`src/rtl/coin_credit_manager.sv`:
```
// coin_credit_manager
//   Tracks customer credit in cents. Accepts coins and deducts purchase prices
//   while IDLE. On cancel, it pays the credit back one coin per cycle in
//   CHANGE, using the largest coin first.
//
// Ports
//   clk           in   system clock, rising edge
//   reset         in   synchronous reset, active low
//   coin_valid    in   one-cycle pulse, coin offered
//   coin_type     in   [1:0] 00=5 01=10 10=25 11=100 cents
//   cancel        in   one-cycle pulse, return all credit
//   apple/banana/carrot/date  in  dispense pulses (prices 75/20/30/40)
//   credit        out  [7:0] registered credit in cents
//   coin_reject   out  registered pulse, offered coin not taken
//   underflow_err out  registered pulse, price exceeded credit
//   change_valid  out  registered pulse, one per change coin
//   change_coin   out  [1:0] 00=5 01=10 10=25, qualified by change_valid
//   busy          out  high while in CHANGE
//
// Configuration
//   AUTO_CHANGE_EN  when defined, a dispense that leaves credit > 0 goes
//                   straight to CHANGE and returns the remainder.
module coin_credit_manager (
  input  logic       clk,
  input  logic       reset,
  input  logic       coin_valid,
  input  logic [1:0] coin_type,
  input  logic       cancel,
  input  logic       apple,
  input  logic       banana,
  input  logic       carrot,
  input  logic       date,
  output logic [7:0] credit,
  output logic       coin_reject,
  output logic       underflow_err,
  output logic       change_valid,
  output logic [1:0] change_coin,
  output logic       busy
);

  typedef enum logic {IDLE = 1'b0, CHANGE = 1'b1} state_e;

  state_e     state_q, state_d;
  logic [7:0] credit_q, credit_d;
  logic       coin_reject_q, coin_reject_d;
  logic       underflow_err_q, underflow_err_d;
  logic       change_valid_q, change_valid_d;
  logic [1:0] change_coin_q, change_coin_d;

  logic [7:0] coin_val;
  logic [8:0] coin_sum;
  logic [7:0] price;
  logic       disp_any;
  logic [7:0] chg_val;
  logic [1:0] chg_code;

  always_comb begin
    case (coin_type)
      2'b00:   coin_val = 8'd5;
      2'b01:   coin_val = 8'd10;
      2'b10:   coin_val = 8'd25;
      default: coin_val = 8'd100;
    endcase
  end

  // Ninth bit catches any sum above 255.
  assign coin_sum = {1'b0, credit_q} + {1'b0, coin_val};

  // Only the highest-priority dispense is charged.
  always_comb begin
    disp_any = apple | banana | carrot | date;
    if (apple)       price = 8'd75;
    else if (banana) price = 8'd20;
    else if (carrot) price = 8'd30;
    else if (date)   price = 8'd40;
    else             price = 8'd0;
  end

  // Greedy change: the largest coin that still fits. Credit is always a
  // multiple of 5, so the 5-cent fallback always fits when credit is nonzero.
  always_comb begin
    if (credit_q >= 8'd25) begin
      chg_val  = 8'd25;
      chg_code = 2'b10;
    end else if (credit_q >= 8'd10) begin
      chg_val  = 8'd10;
      chg_code = 2'b01;
    end else begin
      chg_val  = 8'd5;
      chg_code = 2'b00;
    end
  end

  always_comb begin
    state_d         = state_q;
    credit_d        = credit_q;
    coin_reject_d   = 1'b0;
    underflow_err_d = 1'b0;
    change_valid_d  = 1'b0;
    change_coin_d   = 2'b00;
    case (state_q)
      IDLE: begin
        if (cancel && credit_q != 8'd0) begin
          // Cancel overrides a dispense and a coin in the same cycle.
          state_d       = CHANGE;
          coin_reject_d = coin_valid;
        end else if (disp_any) begin
          // A coin arriving with a dispense is always bounced.
          coin_reject_d = coin_valid;
          if (price > credit_q) begin
            underflow_err_d = 1'b1;
          end else begin
            credit_d = credit_q - price;
`ifdef AUTO_CHANGE_EN
            if (credit_q != price) state_d = CHANGE;
`endif
          end
        end else if (coin_valid) begin
          if (coin_sum[8]) coin_reject_d = 1'b1;
          else             credit_d      = coin_sum[7:0];
        end
      end
      CHANGE: begin
        coin_reject_d = coin_valid;
        if (credit_q == 8'd0) begin
          state_d = IDLE;
        end else begin
          change_valid_d = 1'b1;
          change_coin_d  = chg_code;
          credit_d       = credit_q - chg_val;
          // Leave on the edge that pays out the last coin.
          if (credit_q == chg_val) state_d = IDLE;
        end
      end
      default: state_d = IDLE;
    endcase
  end

  always_ff @(posedge clk) begin
    if (!reset) begin
      state_q         <= IDLE;
      credit_q        <= 8'd0;
      coin_reject_q   <= 1'b0;
      underflow_err_q <= 1'b0;
      change_valid_q  <= 1'b0;
      change_coin_q   <= 2'b00;
    end else begin
      state_q         <= state_d;
      credit_q        <= credit_d;
      coin_reject_q   <= coin_reject_d;
      underflow_err_q <= underflow_err_d;
      change_valid_q  <= change_valid_d;
      change_coin_q   <= change_coin_d;
    end
  end

  assign credit        = credit_q;
  assign coin_reject   = coin_reject_q;
  assign underflow_err = underflow_err_q;
  assign change_valid  = change_valid_q;
  assign change_coin   = change_coin_q;
  assign busy          = (state_q == CHANGE);

endmodule

```
`config.mk`:
```
export PLATFORM = sky130hd
export DESIGN_NAME = coin_credit_manager
export DESIGN_NICKNAME = d
export VERILOG_FILES = /design/src/rtl/coin_credit_manager.sv
export SDC_FILE = /design/constraint.sdc
export NUM_CORES = 1
export LEC_CHECK = 0
export CAP_MARGIN = 20
export CORE_ASPECT_RATIO = 0.7
export CORE_MARGIN = 8
export CORE_UTILIZATION = 30
export CTS_BUF_LIST = sky130_fd_sc_hd__clkbuf_2
export CTS_CLUSTER_DIAMETER = 150
export DETAILED_ROUTE_END_ITERATION = 10
export HOLD_SLACK_MARGIN = 0.03
export SLEW_MARGIN = 30
export SYNTH_ARGS = -nofsm -noshare
export SYNTH_HDL_FRONTEND = slang
export SYNTH_SLANG_ARGS = --single-unit
```
`constraint.sdc`:
```
create_clock -name clk -period 3 [get_ports clk]
set_input_delay 0.9 -clock clk [delete_from_list [all_inputs] [get_ports clk]]
set_output_delay 0.9 -clock clk [all_outputs]
set_load 0.005 [all_outputs]
```
==> flow_summary_export.csv, run 1 <==
group,metric,value,unit
worst_setup_path,crit_path_frequent_cell,"buf_4",
detailed_routing,routedWlPerCell,15.1,µm
yosys,synthArstFlopShare,0,%
power,ir_drop,0.477,mV
power,leakage,1.10,nW
worst_hold_path,min_path_type,"register to register",
sta,maxSlewHeadroom,58.0,%
detailed_routing,first_pass_iters,4,
sta,finalMaxSlewViolations,0,
sta,hold_viol,0,
sta,fmax,343,MHz
place,pre_cts_ws,-0.780,ns
place,port_buffers,23,
final_layout,area_growth,54.3,%
job,maxCapViolations,0,
final_layout,diodes,0,
final_layout,final_util,47.1,%
detailed_routing,via_per_inst,5.05,
yosys,syn_area,1560,µm²
global_route,antenna_found_initial,0,
status,outcome,"complete, no violations",
floorplanning,num_rows,22,
floorplanning,dieArea,7810,µm²
global_route,grt_max_degree,26,
floorplanning,core,5120,µm²
worst_setup_path,path_delay_family,"compound AO/OA/AOI/OAI gates",
yosys,yosysTopAreaCell,"dfxtp_1",
final_layout,nets,307,
clock_network,cts_buffers,3,
sta,setup_violations,0,
clock_network,clkTransAtPathRegs,0.16,ns
final_layout,stdcell_count,343,
yosys,synth_cell_type_count,47,
yosys,yosys_warnings,0,
sta,layout_min_cycle_time,2.91,ns
yosys,synthTopCellsByArea,"dfxtp_1, ha_1, nor2_1",
worst_setup_path,path_max_fanout,5,
clock_network,cts_tree,"done",
detailed_routing,drt_iter0_drc,125,
place,gp_congestion,0.878,
place,hpwl,4050,µm
floorplanning,die_x,102,µm
worst_setup_path,worstPathCellList,"buf_2 > inv_2 > a21oi_2 > buf_4 > buf_4 > fa_2 > a21o_1 > a221oi_2 > o21ai_1 > o311a_1 > buf_4 > buf_6 > a21oi_1 > a211oi_2",
worst_setup_path,critical_path_class,"primary input to register",
worst_setup_path,slowest_stage,"fa_2",
yosys,synth-seq-area-share,17.9,%
detailed_routing,ant_nets,0,
clock_network,cts.sinks,14,
clock_network,clk_path_buf_depth,2,
worst_setup_path,cp.arrival,3.10,ns
global_route,grt_overflow,0,
sta,finalCritPeriodShare,97.1,%
sta,tightest_slew,0.622,ns
final_layout,fin_area,2410,µm²
clock_network,htreeDepth,1,
detailed_routing,drcViolationCount,0,
worst_setup_path,max_stage_delay,0.37,ns
detailed_routing,totalWireLength,5180,µm
clock_network,cts_root_buffer,"clkbuf_2",
power,powerDensity,998,nW/µm²
global_route,grt_usage,13.1,%
clock_network,worstSkewPairLatency,0.30,ns
yosys,syn_area_per_cell,7.97,µm²
global_route,grt_pass1_wl,8260,µm
worst_setup_path,crit_path_end_kind,"register",
worst_setup_path,r2r_slack,0.17,ns
yosys,synth.top_cell.area_share,17.9,%
worst_setup_path,critPathLaunchType,"primary input",
global_route,grt_pass1_vias,1625,
worst_setup_path,crit_buf_inv,6,
place,placed_area,2230,µm²
detailed_routing,vias,1733,
final_layout,layout-drive-gt1-share,32.8,%
yosys,synth-seq-cells,14,
yosys,synth_edf_count,0,
floorplanning,initial_core_util,30.5,%
place,dp.cells,333,
floorplanning,dieHeight,76.4,µm
sta,fin_ws,0.0867,ns
sta,finalClockSkew,0.0143,ns
worst_setup_path,cp.required,3.19,ns
yosys,synthCells,196,
yosys,synthFlopType,"dfxtp_1",
floorplanning,ioPinCount,24,
yosys,synth_nets,231,
-- worst paths after layout --
| path | start | end | cells after the start |
|---|---|---|---|
| setup reg to reg | credit[0]$_SDFFE_PN0P_ | credit[6]$_SDFFE_PN0P_ | 10 |
| hold reg to reg | credit[0]$_SDFFE_PN0P_ | credit[0]$_SDFFE_PN0P_ | 2 |
| setup / recovery | banana | credit[6]$_SDFFE_PN0P_ | 14 |
| hold / removal | credit[0]$_SDFFE_PN0P_ | credit[0]$_SDFFE_PN0P_ | 2 |
-- kinds of logic after synthesis --
logic type | after synthesis | synth area share (%)
AO/OA/AOI/OAI | 62 | 27.4
XOR/XNOR | 11 | 6.16
adder cells (fa/ha/maj) | 25 | 21.5
buffers and inverters | 19 | 4.80
flip-flops | 14 | 17.9
multiplexers | 5 | 3.20
AND/OR/NAND/NOR | 60 | 19.1
-- state kept, by name, summed over array words and instances (netlist names) --
name	flops
coin_reject	1
change_coin	2
credit	8
busy	1
underflow_err	1
change_valid	1
-- layout by cell type, fill, tap and decap left out, types with 4 or more instances in the layout --
master,n
xor2_1,4
o21ai_0,10
buf_4,50
a21oi_1,11
nand2_1,12
a211oi_1,4
xnor2_1,7
clkbuf_2,6
dfxtp_1,14
mux2i_1,5
inv_1,11
nor2_1,20
a21o_1,5
nor2b_1,4
ha_1,16
clkdlybuf4s50_1,17
ha_4,4
-- area by class of cell --
class	instances	area, µm²
Fill cell	521	2710
Multi-Input combinational cell	163	1360
Timing Repair Buffer	76	611
Sequential cell	14	280
Tap cell	72	90.1
Inverter	14	52.6
Clock buffer	3	15.0
Clock inverter	1	3.75
-- power breakdown --
part           total, mW  switching [mW]  internal (mW)
clock              0.100          0.0711         0.0290
sequential         0.293          0.0482          0.245
combinational       2.01           0.991           1.02
-- metrics by stage --
| step | setup TNS [ns] | power [mW] | hold slack (ns) |
|---|---|---|---|
| 2_1_floorplan | 0 | 1.43 | 0.510 |
| 6_report | 0 | 2.41 | 0.620 |
| 3_5_place_dp | -5.93 | 2.11 | 0.590 |
| 3_3_place_gp | -5.10 | 2.08 | 0.593 |
| 5_1_grt | -0.00150 | 2.63 | 0.670 |
| 4_1_cts | 0 | 2.28 | 0.614 |
-- synthesized netlist by cell type (2+ instances only) --
cell / n
fa_1: 3
nand2_1: 14
xnor2_1: 7
inv_1: 14
a211oi_1: 5
mux2i_1: 5
ha_1: 22
nor4_1: 5
nand3_1: 3
a21o_1: 6
o21ai_0: 13
a2bb2oi_1: 2
a31oi_1: 2
dfxtp_1: 14
clkbuf_1: 3
and3_1: 2
xor2_1: 4
o21a_1: 2
a221oi_1: 2
nor2b_1: 4
o31ai_1: 2
a21oi_1: 13
nor2_1: 21
nor3_1: 3
o211ai_1: 2
o311a_1: 2
-- metal layers --
layer	share of wire, %	up-vias	wire length [µm]	track usage [%]
met2	41	56	2150	19.0
met4	0.56	0	29	1.17
li1	-	885	-	-
met5	0	-	0	0
met3	7.7	7	399	3.38
met1	50	785	2600	19.2
-- worst reg2reg max path, cell delays in order (launching register included) --
cell and delay (ns):
dfxtp_1 0.39, or3_1 0.46, a31oi_1 0.27, nand2_2 0.13
fa_1 0.45, a21o_1 0.19, a21oi_2 0.17, nor2b_1 0.08
o31ai_1 0.26, a21oi_1 0.14, a211oi_2 0.21
-- what timing repair did --
action,CTS,global route
endpoints found under the setup margin,8,8
gates cloned,1,0
gates resized for setup,27,22
buffers inserted,2,3
hold buffers,0,0
pin swaps,8,17
No activity file was read; power rests on OpenSTA's default activity.
==> run 2, diff against run 1 <==
--- a/config.mk
+++ b/config.mk
@@ -9,7 +9,6 @@
 export CORE_ASPECT_RATIO = 0.7
 export CORE_MARGIN = 8
 export CORE_UTILIZATION = 30
-export CTS_BUF_LIST = sky130_fd_sc_hd__clkbuf_2
 export CTS_CLUSTER_DIAMETER = 150
 export DETAILED_ROUTE_END_ITERATION = 10
 export HOLD_SLACK_MARGIN = 0.03
==> run 2 against run 1 <==
Effect of this change: worst hold slack better by 0.0010 ns; cell area up 1.8%; routed wire length is 0.46% higher; non-clock buffer count stayed put; core utilization grew 0.83 points; fmax grew 1.2%; clock-buffer cell count increased by 1; first-iteration DRC count shrank 8.0%; critical path type unchanged; largest cell class unchanged; largest power group unchanged.
==> flow_summary_export.csv, run 2 (synthesis results as in run 1) <==
group,metric,value,unit
sta,finalClockSkew,0.00377,ns
power,total_power,2.48,mW
global_route,grt_pass1_vias,1639,
place,hpwl,4050,µm
final_layout,final_util,47.9,%
place,port_buffers,23,
clock_network,worstSkewPairLatency,0.25,ns
global_route,met3_usage,3.10,%
worst_setup_path,max_stage_delay,0.33,ns
worst_setup_path,reg2reg_to,"credit[6]$_SDFFE_PN0P_",
final_layout,area_growth,57.0,%
final_layout,nets,307,
final_layout,largest_reg_flops,8,
floorplanning,num_rows,22,
detailed_routing,totalWireLength,5200,µm
final_layout,final_common_cell,"buf_4",
global_route,busiest_layer,"met2",
clock_network,clk_path_buf_depth,2,
worst_setup_path,r2r_start,"credit[7]$_SDFFE_PN0P_",
worst_setup_path,worstPathCellList,"buf_2 > inv_2 > a21oi_2 > buf_4 > ha_1 > nor2b_1 > o211a_1 > o41a_1 > nor4_2 > and4bb_1 > a2111oi_4",
sta,finalCritPeriodShare,96.0,%
final_layout,layout-drive-gt1-share,32.8,%
power,p_seq_share,11.8,%
power,ir_drop,0.494,mV
detailed_routing,routedWlPerCell,15.2,µm
worst_setup_path,path_depth,11,
worst_setup_path,crit_path_end_kind,"register",
final_layout,final_cell_mix,"buf_4, nor2_1, clkdlybuf4s50_1",
floorplanning,core,5120,µm²
power,p_int,1.37,mW
place,gp_congestion,0.878,
sta,hold_viol,0,
worst_hold_path,worstHoldPathCells,2,
sta,layout_min_cycle_time,2.88,ns
power,swShare,44.9,%
worst_setup_path,cp.required,3.16,ns
floorplanning,dieArea,7810,µm²
final_layout,diodes,0,
power,power_frac_comb,80.5,%
final_layout,seqCellArea,280,µm²
floorplanning,dieHeight,76.4,µm
sta,maxSlewHeadroom,57.5,%
clock_network,cts_root_buffer,"clkbuf_8",
worst_setup_path,cp.arrival,3.03,ns
worst_setup_path,critPathLaunchType,"primary input",
global_route,antenna_found_initial,0,
worst_setup_path,crit_buf_inv,3,
detailed_routing,drt_iter0_drc,115,
worst_hold_path,min_path_type,"register to register",
floorplanning,die_x,102,µm
clock_network,htreeDepth,1,
final_layout,n_fill_cell,521,
sta,fmax,347,MHz
global_route,grt_pass1_wl,8240,µm
sta,setup_violations,0,
place,pre_cts_ws,-0.780,ns
floorplanning,ioPinCount,24,
worst_setup_path,path_max_fanout,5,
clock_network,cts.sinks,14,
status,outcome,"complete, no violations",
power,p_switching,1.11,mW
detailed_routing,vias,1756,
worst_setup_path,r2r_slack,0.17,ns
worst_setup_path,cp-endpoint,"credit[5]$_SDFFE_PN0P_",
sta,tightest_slew,0.629,ns
global_route,use_met1,19.1,%
sta,fin_ws,0.121,ns
power,powerDensity,1010,nW/µm²
job,maxCapViolations,0,
global_route,grt_usage,13.0,%
worst_setup_path,slowest_stage,"o41a_1",
global_route,grt_overflow,0,
global_route,use_met2,19.2,%
detailed_routing,via_per_inst,5.12,
clock_network,cts_buffers,3,
final_layout,fin_area,2450,µm²
worst_setup_path,path_delay_family,"compound AO/OA/AOI/OAI gates",
worst_setup_path,critical_path_class,"primary input to register",
worst_setup_path,r2r_cells,13,
clock_network,cts_tree,"done",
final_layout,multiInputGateArea,1370,µm²
detailed_routing,ant_nets,0,
power,leakage,1.11,nW
global_route,grt_max_degree,26,
power,power_frac_clock,7.6,%
place,placed_area,2230,µm²
worst_setup_path,cp-startpoint,"banana",
detailed_routing,first_pass_iters,4,
floorplanning,initial_core_util,30.5,%
clock_network,clkTransAtPathRegs,0.06,ns
sta,finalMaxSlewViolations,0,
detailed_routing,drcViolationCount,0,
==> run 2: cell types whose count changed in the layout (fill, tap and decap cells not counted), sizes merged <==
cell	change
buf	+3
clkbuf	-2
clkinv	-1
dlygate4sd2	+1
dlymetal6s2s	-1
==> run 2: metal layers <==
metal | wire length (µm) | share of wire [%]
met2 | 2190 | 42
met4 | 36 | 0.69
met3 | 350 | 6.7
met5 | 0 | 0
met1 | 2630 | 51
==> run 2: worst min-delay path by stage <==
stage / start / to / slack (ns)
6_report: credit[0]$_SDFFE_PN0P_ / credit[0]$_SDFFE_PN0P_ / 0.62
5_1_grt: credit[7]$_SDFFE_PN0P_ / credit[7]$_SDFFE_PN0P_ / 0.67
4_1_cts: credit[0]$_SDFFE_PN0P_ / credit[0]$_SDFFE_PN0P_ / 0.60
3_5_place_dp: credit[0]$_SDFFE_PN0P_ / credit[0]$_SDFFE_PN0P_ / 0.59
3_3_place_gp: credit[0]$_SDFFE_PN0P_ / credit[0]$_SDFFE_PN0P_ / 0.59
2_1_floorplan: credit[7]$_SDFFE_PN0P_ / credit[7]$_SDFFE_PN0P_ / 0.51
==> run 2: final cells by class <==
class	count	share of cell area, %
clock buffer	4	2.24
inverter	14	2.24
multi-input combinational	163	55.7
sequential	14	11.4
tap	72	3.67
timing repair buffer	76	24.7
==> run 2: power by group through the flow <==
stage / logic [mW] / clock network (mW) / registers [mW]
5_1_grt: 2.20 / 0.198 / 0.302
2_1_floorplan: 1.10 / 0 / 0.329
3_5_place_dp: 1.81 / 0 / 0.294
3_3_place_gp: 1.79 / 0 / 0.291
6_report: 2.00 / 0.190 / 0.293
4_1_cts: 1.90 / 0.195 / 0.290
==> run 2: stage by stage <==
step | hold slack [ns] | cells | setup TNS [ns]
after global placement | 0.593 | 333 | -5.10
after CTS | 0.603 | 340 | 0
after detailed placement | 0.590 | 333 | -5.93
after global routing | 0.675 | 343 | -0.00775
final | 0.621 | 343 | 0
after floorplan | 0.510 | 196 | 0
==> run 2: timing repair <==
item | CTS | global route
pin swaps | 12 | 16
setup endpoints to repair | 9 | 7
resized for setup | 38 | 16
hold buffers | 0 | 0
setup buffers | 2 | 3
gates cloned | 1 | 0
==> run 2: worst reg2reg max path: cells and delay by family, from the launching register on <==
family	cells	cell delay, ns
adder cells (fa/ha/maj)	2	0.59
buffers and inverters	1	0.05
flip-flops	1	0.31
AND/OR/NAND/NOR	5	0.89
AO/OA/AOI/OAI	5	0.91
